**config.mk**
```make
export PLATFORM = sky130hd
export DESIGN_NAME = hbridge_gate_driver
export DESIGN_NICKNAME = d
export VERILOG_FILES = /design/src/rtl/hbridge_gate_driver.sv
export SDC_FILE = /design/constraint.sdc
export NUM_CORES = 1
export LEC_CHECK = 0
export CORE_ASPECT_RATIO = 0.9
export CORE_UTILIZATION = 48
export CTS_CLUSTER_DIAMETER = 200
export DETAILED_ROUTE_END_ITERATION = 10
export HOLD_SLACK_MARGIN = 0.12
export PLACE_DENSITY = 0.74
export SLEW_MARGIN = 20
export SYNTH_ARGS = -nofsm -noshare
export SYNTH_HDL_FRONTEND = slang
export SYNTH_SLANG_ARGS = --single-unit
```
**constraint.sdc**
```tcl
create_clock -name clk -period 1.9 [get_ports clk]
set_clock_uncertainty 0.2 [all_clocks]
set_input_delay 0.38 -clock clk [delete_from_list [all_inputs] [get_ports clk]]
set_output_delay 0.38 -clock clk [all_outputs]
set_load 0.03 [all_outputs]
```
**src/rtl/hbridge_gate_driver.sv**
```systemverilog
// rtl/hbridge_gate_driver.sv - H-bridge gate driver with dead-time insertion and high-side PWM
//
// Purpose: turns a 2-bit direction command into the four H-bridge gate
// signals. Every direction change, including drive-to-stop, passes through a
// DEAD state with all gates off. The high-side switch of the active leg is
// PWM-modulated.
//
// Ports:
//   clk      in   rising-edge clock
//   rst      in   synchronous active-high reset
//   dir_cmd  in   00 stop, 01 clockwise, 10 counter-clockwise, 11 illegal (acts as stop)
//   duty     in   high-side on-cycles per PWM period, applied at the next period start
//   hs_a     out  leg A high-side gate
//   ls_a     out  leg A low-side gate
//   hs_b     out  leg B high-side gate
//   ls_b     out  leg B low-side gate
//   state_o  out  00 OFF, 01 DRIVE_CW, 10 DRIVE_CCW, 11 DEAD
//   cmd_err  out  one-cycle pulse for each edge that sampled dir_cmd==11
module hbridge_gate_driver #(
    parameter int DEAD_CYCLES = 8,
    parameter int PWM_BITS    = 8
) (
    input  logic                clk,
    input  logic                rst,
    input  logic [1:0]          dir_cmd,
    input  logic [PWM_BITS-1:0] duty,
    output logic                hs_a,
    output logic                ls_a,
    output logic                hs_b,
    output logic                ls_b,
    output logic [1:0]          state_o,
    output logic                cmd_err
);

    localparam logic [1:0] ST_OFF  = 2'b00;
    localparam logic [1:0] ST_CW   = 2'b01;
    localparam logic [1:0] ST_CCW  = 2'b10;
    localparam logic [1:0] ST_DEAD = 2'b11;

    localparam int                  CNT_W     = (DEAD_CYCLES > 1) ? $clog2(DEAD_CYCLES) : 1;
    localparam logic [CNT_W-1:0]    DEAD_LOAD = CNT_W'(DEAD_CYCLES - 1);
    localparam logic [PWM_BITS-1:0] PWM_MAX   = {PWM_BITS{1'b1}};

    logic [1:0]          r_state;
    logic [1:0]          r_target;
    logic [CNT_W-1:0]    r_dead_cnt;
    logic [PWM_BITS-1:0] r_pwm_cnt;
    logic [PWM_BITS-1:0] r_duty_q;
    logic                r_cmd_err;

    logic [1:0]          w_cmd_state;
    logic                w_pwm_on;

    // Illegal 11 collapses onto OFF so it behaves exactly like a stop.
    always_comb begin
        w_cmd_state = ST_OFF;
        case (dir_cmd)
            2'b01:   w_cmd_state = ST_CW;
            2'b10:   w_cmd_state = ST_CCW;
            default: w_cmd_state = ST_OFF;
        endcase
    end

    assign w_pwm_on = (r_pwm_cnt < r_duty_q);

    always_ff @(posedge clk) begin
        if (rst) begin
            r_state    <= ST_OFF;
            r_target   <= ST_OFF;
            r_dead_cnt <= '0;
            r_pwm_cnt  <= '0;
            r_duty_q   <= '0;
            r_cmd_err  <= 1'b0;
        end else begin
            r_pwm_cnt <= r_pwm_cnt + 1'b1;
            // Latch duty only at the period boundary so a period never mixes two duties.
            if (r_pwm_cnt == PWM_MAX) begin
                r_duty_q <= duty;
            end
            r_cmd_err <= (dir_cmd == 2'b11);

            case (r_state)
                ST_DEAD: begin
                    // A changed request restarts the full dead-time, even if the
                    // new target is OFF.
                    if (w_cmd_state != r_target) begin
                        r_target   <= w_cmd_state;
                        r_dead_cnt <= DEAD_LOAD;
                    end else if (r_dead_cnt == '0) begin
                        r_state <= r_target;
                    end else begin
                        r_dead_cnt <= r_dead_cnt - 1'b1;
                    end
                end
                default: begin
                    // OFF, DRIVE_CW, DRIVE_CCW: any change of requested state
                    // (drive-to-stop included) goes through DEAD first.
                    if (w_cmd_state != r_state) begin
                        r_state    <= ST_DEAD;
                        r_target   <= w_cmd_state;
                        r_dead_cnt <= DEAD_LOAD;
                    end
                end
            endcase
        end
    end

    // Gates depend only on registered state, so no input glitch reaches them.
    always_comb begin
        hs_a = 1'b0;
        ls_a = 1'b0;
        hs_b = 1'b0;
        ls_b = 1'b0;
        case (r_state)
            ST_CW: begin
                hs_a = w_pwm_on;
                ls_b = 1'b1;
            end
            ST_CCW: begin
                hs_b = w_pwm_on;
                ls_a = 1'b1;
            end
            default: begin
                hs_a = 1'b0;
                ls_a = 1'b0;
                hs_b = 1'b0;
                ls_b = 1'b0;
            end
        endcase
    end

    assign state_o = r_state;
    assign cmd_err = r_cmd_err;

endmodule
```
Yosys cells after proc, flatten, opt, wreduce, memory -nomap -nowiden
Index checks and enable logic that the tools add are counted.
- bits in registers: 24
- add/subtract/negate cells: 2
- magnitude comparators: 1
- eq/ne operators: 13
- muxes and demuxes: 16
- reduce and logical (&&, ||, !) cells: 5
- operators with widths (kind ; number):
    2-bit two-way mux ; 7
    3-bit two-way mux ; 4
    8-bit by 1-bit adder with 8-bit output, second input constant ; 1
    2-bit equality test, second input constant ; 4
    8-bit equality test, second input constant ; 1
    8-bit < comparator ; 1
    2-bit != test, second input constant ; 3
    2-bit by 1-bit equality test with 1-bit output, second input constant ; 2
    1-bit two-way mux ; 4
    2-bit != test ; 2
    2-bit case mux with 2 select lines ; 1
    2-bit AND reduction ; 2
    3-bit logical NOT ; 1
    3-bit != test, second input constant ; 1
    3-bit AND reduction ; 1
    3-bit by 1-bit subtractor with 3-bit output, second input constant ; 1
    2-bit nonzero test ; 1

Logic depth before layout (Yosys ltp)
Gate-level depths: netlist (run 1).
- word-level depth: 5
- depth in mapped cells: 6

Worst setup path after synthesis (run 1)
No wires, ideal clock.
- path kind: flip-flop to output port
- start point: register r_state[1], in the netlist state_o[1]
- end point: output port hs_b
- data arrival time: 1.859 ns
- data required time: 1.320 ns
- setup slack: -0.539 ns
- stages on the path, launching flop included: 5
- path buffers: 0
- cell sequence: dfxtp_1 > inv_1 > nor2_1 > nand2_1 > a21oi_1
- word-level cells in the longest chain between the ends: 2
- ends and longest elaborated chain (what ; line ; RTL):
    start: declaration ; 44 ; logic [1:0] r_state;
    start signal: assignment ; 90 ; r_state <= r_target;
    2-bit equality test ; 114 ; case (r_state)
    1-bit two-way mux ; 114 ;
    end: declaration ; 29 ; output logic hs_b,
No other way between the ends.

Worst setup path in the final report (run 1)
- start point: register r_duty_q[6]
- end point: output port hs_b
- word-level cells in the longest chain between the ends: 2
- ends and longest elaborated chain (what ; line ; RTL):
    start: declaration ; 48 ; logic [PWM_BITS-1:0] r_duty_q;
    start signal: assignment ; 78 ; r_duty_q <= duty;
    8-bit < comparator ; 64 ; assign w_pwm_on = (r_pwm_cnt < r_duty_q);
    1-bit two-way mux ; 114 ;
No other way between the ends.

==> flow_summary.yaml, run 1 <==
detailed_routing:
  via_per_inst: 5.38
  wl_per_cell_um: 13.2
  first_pass_iters: 6
  first_iter_violations: 41
  ant_nets: 0
  dr_total_vias: 1303
  drt-total-wl_um: 3200
  drc: 0
pwr:
  p_comb_share_pct: 24.7
  p_clk_share_pct: 25.2
  p_seq_share_pct: 50.1
  netSwitchingFraction_pct: 30.0
  p_int_w: 0.000766
  vdd_drop_max_mv: 0.625
  switchingPower_w: 0.000328
  power.density_mw_per_mm2: 584
  finalPower_w: 0.00109
  total_leakage_power_nw: 0.756
floorplan:
  start_util_pct: 50.3
  chipHeight_um: 52.9
  core_mm2: 0.00275
  die_x_um: 58.5
  io_pins: 19
  die_area_mm2: 0.00310
  rows: 18
setup_path:
  r2r_end: "r_dead_cnt[1]"
  start_kind: "flip-flop"
  crit_type: "flip-flop to output pin"
  cp_data_required_time_ps: 1320
  crit_arrival_ps: 1800
  critPathMaxFanout: 2
  crit_path_end_kind: "output pin"
  reg2reg_depth: 4
  reg2reg_slack_ps: 190
  regToRegStartpoint: "r_target[1]"
yosys:
  ys.flop_type: "dfxtp_1"
  ys_types: 39
  synth_nets: 186
  synth_warnings: 0
  synth_edf_count: 0
  syn_area_per_cell_um2: 8.42
  syn_area_mm2: 0.00138
  synth-async-reset-ratio_pct: 0
  synth_seq_cells: 24
  syn_inst: 164
  ys_seq_area_share_pct: 34.8
placed_design:
  portBuffers: 18
  dp_hpwl_um: 2400
  gp_congestion: 0.899
grt:
  grt_start_max_net_pins: 14
  overflow: 0
  antenna_found_initial: 0
  track_usage_pct: 22.0
  grt_pass1_vias: 1235
  grt_first_pass_wirelength_um: 5110
clock_tree:
  cts_root_buf: "clkbuf_4"
  path_clk_slew_ps: 140
  htreeDepth: 1
  cts_hold_buf: 0
  cts_tree: "built"
  cts_buffers: 3
  cts_num_sinks: 24
  insertion_delay_ps: 320
  max-clock-path-buffers: 2
final_layout:
  finish.utilization_pct: 68.2
  syn2layout_area_growth_pct: 35.7
  diodes: 0
  nets: 225
  multi_input_area_um2: 911
  fillers: 242
  regArea_um2: 492
  drive_above_1_share_pct: 28.7
timing:
  period_minus_slack_ps: 2380
  min_period_over_period_pct: 126
  maxSlewViolCount: 0
  rsz0062_at_grt: "true"
  fin_ws_ps: -485
  setup_viol: 2
  worst_pin_slew_ps: 385
  fmax_mhz: 419
  maxSlewHeadroom_pct: 74.2
  hold_violations: 0
run_status:
  failed_checks: "negative setup slack"
  outcome: "finished with violations"
hold_path:
  hold_start: "r_pwm_cnt[0]"
  hold_depth: 1
  hold_end: "r_pwm_cnt[0]"
  hold_path.class: "flip-flop to flip-flop"
flow_run:
  maxCapViolCount: 0
==> cell usage after synthesis (3+ instances only) <==
master    number  area [µm²]
nand3_1        6        30.0
ha_1          10         125
xor2_1         5        43.8
nand2_1       17        63.8
o21ai_0       11        55.1
a311oi_1       5        43.8
nor2_1        11        41.3
nor2b_1        4        25.0
inv_1         12        45.0
clkbuf_1       3        11.3
dfxtp_1       24         480
a21oi_1       20         100
==> sequential cells by signal, summed over array words and instances, names as in the netlist <==
signal,cells
r_target,2
cmd_err,1
state_o,2
r_duty_q,8
r_pwm_cnt,8
r_dead_cnt,3
==> per-layer routing <==
layer | track usage [%] | share of wire (%)
met1 | 27.8 | 49
met3 | 5.38 | 3.1
met5 | 0 | 0
met2 | 37.4 | 47
met4 | 5.95 | 0.75
==> worst max-delay path: stages, from the launching register on <==
cell and delay, ps:
dfxtp_2 360, inv_2 40, ha_4 210, and3_4 190, a221oi_4 320, nand2_2 100, a21oi_4 120, buf_6 140
==> logic make-up after synthesis <==
logic type      Yosys count  synth area share (%)
xor+xnor                  7                  5.80
compound gates           51                  23.9
buf+inv                  18                  6.07
fa+ha+maj                10                  9.06
flops                    24                  34.8
simple gates             54                  20.4
==> per-stage QoR <==
step                      TNS (ps)  cell area, µm²  hold WS [ps]  cells  worst slack [ps]
after CTS                    -1010            1870           282    242              -508
final                         -963            1870           280    242              -485
after detailed placement     -2200            1760           252    237              -360
after global placement       -1400            1760           239    237              -227
after floorplan               -141            1420           225    164             -77.7
after global routing         -1140            1870           291    242              -572
==> cell type report <==
class / count / share of cell area, %
Clock buffer: 4 / 1.94
Timing Repair Buffer: 40 / 18.2
Inverter: 12 / 2.40
Multi-Input combinational cell: 122 / 48.6
Tap cell: 40 / 2.67
Sequential cell: 24 / 26.2
==> power groups by stage <==
stage / Combinational [W] / Clock, W / Sequential [W]
final: 0.000270 / 0.000276 / 0.000548
after CTS: 0.000269 / 0.000282 / 0.000547
after floorplan: 0.000161 / 0 / 0.000565
after detailed placement: 0.000267 / 0 / 0.000558
after global routing: 0.000294 / 0.000298 / 0.000551
after global placement: 0.000258 / 0 / 0.000557
==> cell usage in the layout, fill, tap and decap left out, types with 3 or more instances in the layout <==
cell,synthesis,layout
ha_1,10,7
ha_4,0,3
buf_4,0,24
inv_2,0,3
clkbuf_4,0,3
nor2b_1,4,4
a21oi_1,20,17
o21ai_0,11,11
nand3_1,6,6
xor2_1,5,5
dfxtp_1,24,17
nand2_1,17,15
clkdlybuf4s50_1,0,9
dfxtp_2,0,6
inv_1,12,9
a311oi_1,5,5
dlygate4sd2_1,0,4
nor2_1,11,10
==> worst max-delay path by stage <==
stage | start | endpoint | cells after the start
finish | r_duty_q[6] | hs_b | 7
global route | r_duty_q[6] | hs_b | 7
CTS | r_duty_q[5] | hs_b | 7
detailed placement | dir_cmd[0] | r_dead_cnt[1] | 6
global placement | dir_cmd[0] | state_o[1] | 6
floorplan | r_duty_q[6] | hs_b | 6
==> what timing repair did <==
action / in CTS / in global routing
gates resized for setup: 19 / 4
pin swaps: 5 / 5
setup endpoints to repair: 6 / 7
setup buffers: 1 / 0
Note: power is estimated with default switching activity, not from simulation.
==> run 2: changes to the inputs <==
--- a/config.mk
+++ b/config.mk
@@ -15,3 +15,4 @@
 export SYNTH_ARGS = -nofsm -noshare
 export SYNTH_HDL_FRONTEND = slang
 export SYNTH_SLANG_ARGS = --single-unit
+export TNS_END_PERCENT = 50
==> flow_summary.yaml, run 2 (synthesis gave the netlist of run 1 again) <==
run_status:
  outcome: "finished with violations"
  failed_checks: "negative setup slack"
setup_path:
  reg2reg_slack_ps: 190
  start_kind: "flip-flop"
  critPathMaxFanout: 2
  crit_path_end_kind: "output pin"
  crit_arrival_ps: 1790
  cp_data_required_time_ps: 1320
  crit_type: "flip-flop to output pin"
detailed_routing:
  via_per_inst: 5.37
  dr_total_vias: 1306
  drt-total-wl_um: 3190
  ant_nets: 0
  first_iter_violations: 43
  first_pass_iters: 5
  wl_per_cell_um: 13.1
  drc: 0
final_layout:
  drive_above_1_share_pct: 28.6
  nets: 226
  diodes: 0
  finalNonFillerCells: 243
  syn2layout_area_growth_pct: 37.9
  final_common_cell: "buf_4"
  top_regs: "r_duty_q (8), r_pwm_cnt (8), r_dead_cnt (3)"
  layout_common_cells: "25 x buf_4, 18 x dfxtp_1, 17 x a21oi_1, 15 x nand2_1, 11 x o21ai_0"
  multi_input_area_um2: 911
  fillers: 205
  regArea_um2: 490
timing:
  worst_pin_slew_ps: 386
  setup_viol: 2
  fmax_mhz: 422
  fin_ws_ps: -469
  period_minus_slack_ps: 2370
  hold_violations: 0
  maxSlewHeadroom_pct: 74.1
  whs_ps: 270
  min_period_over_period_pct: 125
  rsz0062_at_grt: "true"
  maxSlewViolCount: 0
grt:
  grt_first_pass_wirelength_um: 5260
  track_usage_pct: 22.8
  grt_pass1_vias: 1223
  antenna_found_initial: 0
  grt_start_max_net_pins: 15
  overflow: 0
pwr:
  vdd_drop_max_mv: 0.399
  total_leakage_power_nw: 0.786
  power.density_mw_per_mm2: 631
placed_design:
  gp_congestion: 0.865
  dpl.cell_count: 238
  place_ws_ps: -322
  dp_hpwl_um: 2380
  portBuffers: 18
floorplan:
  die_area_mm2: 0.00310
  die_x_um: 58.5
  io_pins: 19
  core_mm2: 0.00275
  chipHeight_um: 52.9
  start_util_pct: 50.3
  rows: 18
clock_tree:
  cts_num_sinks: 24
  max-clock-path-buffers: 2
  cts_buffers: 3
  cts_hold_buf: 0
  path_clk_slew_ps: 140
  insertion_delay_ps: 320
  htreeDepth: 1
  cts_root_buf: "clkbuf_4"
  cts_tree: "built"
hold_path:
  hold_path.class: "input port to flip-flop"
flow_run:
  maxCapViolCount: 0
[run 2: cell types whose count changed in the layout (fill, tap and decap cells not counted), sizes merged]
cell,change
buf,+1
bufinv,+1
clkbuf,-1
dlygate4sd2,-2
dlymetal6s2s,+2
[run 2: cell type report]
| class | instances | share of cell area (%) |
|---|---|---|
| sequential | 24 | 25.8 |
| clock buffer | 3 | 1.18 |
| multi-input combinational | 122 | 47.8 |
| tap | 40 | 2.63 |
| inverter | 12 | 2.37 |
| timing repair buffer | 41 | 18.7 |
| clock inverter | 1 | 1.58 |
[run 2: report_power, final]
group / switching (W) / internal, W / total (W)
combinational: 0.000147 / 0.000128 / 0.000275
clock: 0.000166 / 0.000213 / 0.000380
sequential: 0.0000218 / 0.000525 / 0.000547
total: 0.000335 / 0.000867 / 0.00120
[run 2: per-stage QoR]
step	TNS, ps	power, W	cell area (µm²)	util [%]
floorplan	-146	0.000727	1420	-
global placement	-1430	0.000815	1770	64.3
detailed placement	-2010	0.000824	1770	64.3
CTS	-1040	0.00120	1880	68.4
global route	-1090	0.00126	1900	69.3
finish	-938	0.00120	1900	69.3
[run 2: metal layers]
metal | track usage [%] | share of wire, % | up-vias
li1 | - | - | 660
met1 | 29.5 | 47 | 604
met2 | 37.5 | 48 | 36
met3 | 4.89 | 3.4 | 6
met4 | 7.94 | 1.3 | 0
met5 | 0 | 0 | -
[run 2: worst paths after layout]
path                               startpoint             to  depth (start not counted)
worst min register to register   r_pwm_cnt[0]   r_pwm_cnt[0]                          1
worst min-delay path               dir_cmd[1]        cmd_err                          4
worst max-delay path              r_duty_q[7]           hs_a                          7
worst max register to register  r_dead_cnt[0]  r_dead_cnt[1]                          6
[run 2: what timing repair did]
item	in CTS	in global routing
setup buffers	0	1
gates resized for setup	14	9
pin swaps	5	3
endpoints found under the setup margin	4	7
[run 2: critical path, stage by stage (launching register included)]
cell and delay, ps:
dfxtp_2 360, inv_2 40, ha_4 200, and3_4 180, a221oi_4 310, nand2_2 100, a21oi_4 120, buf_6 140
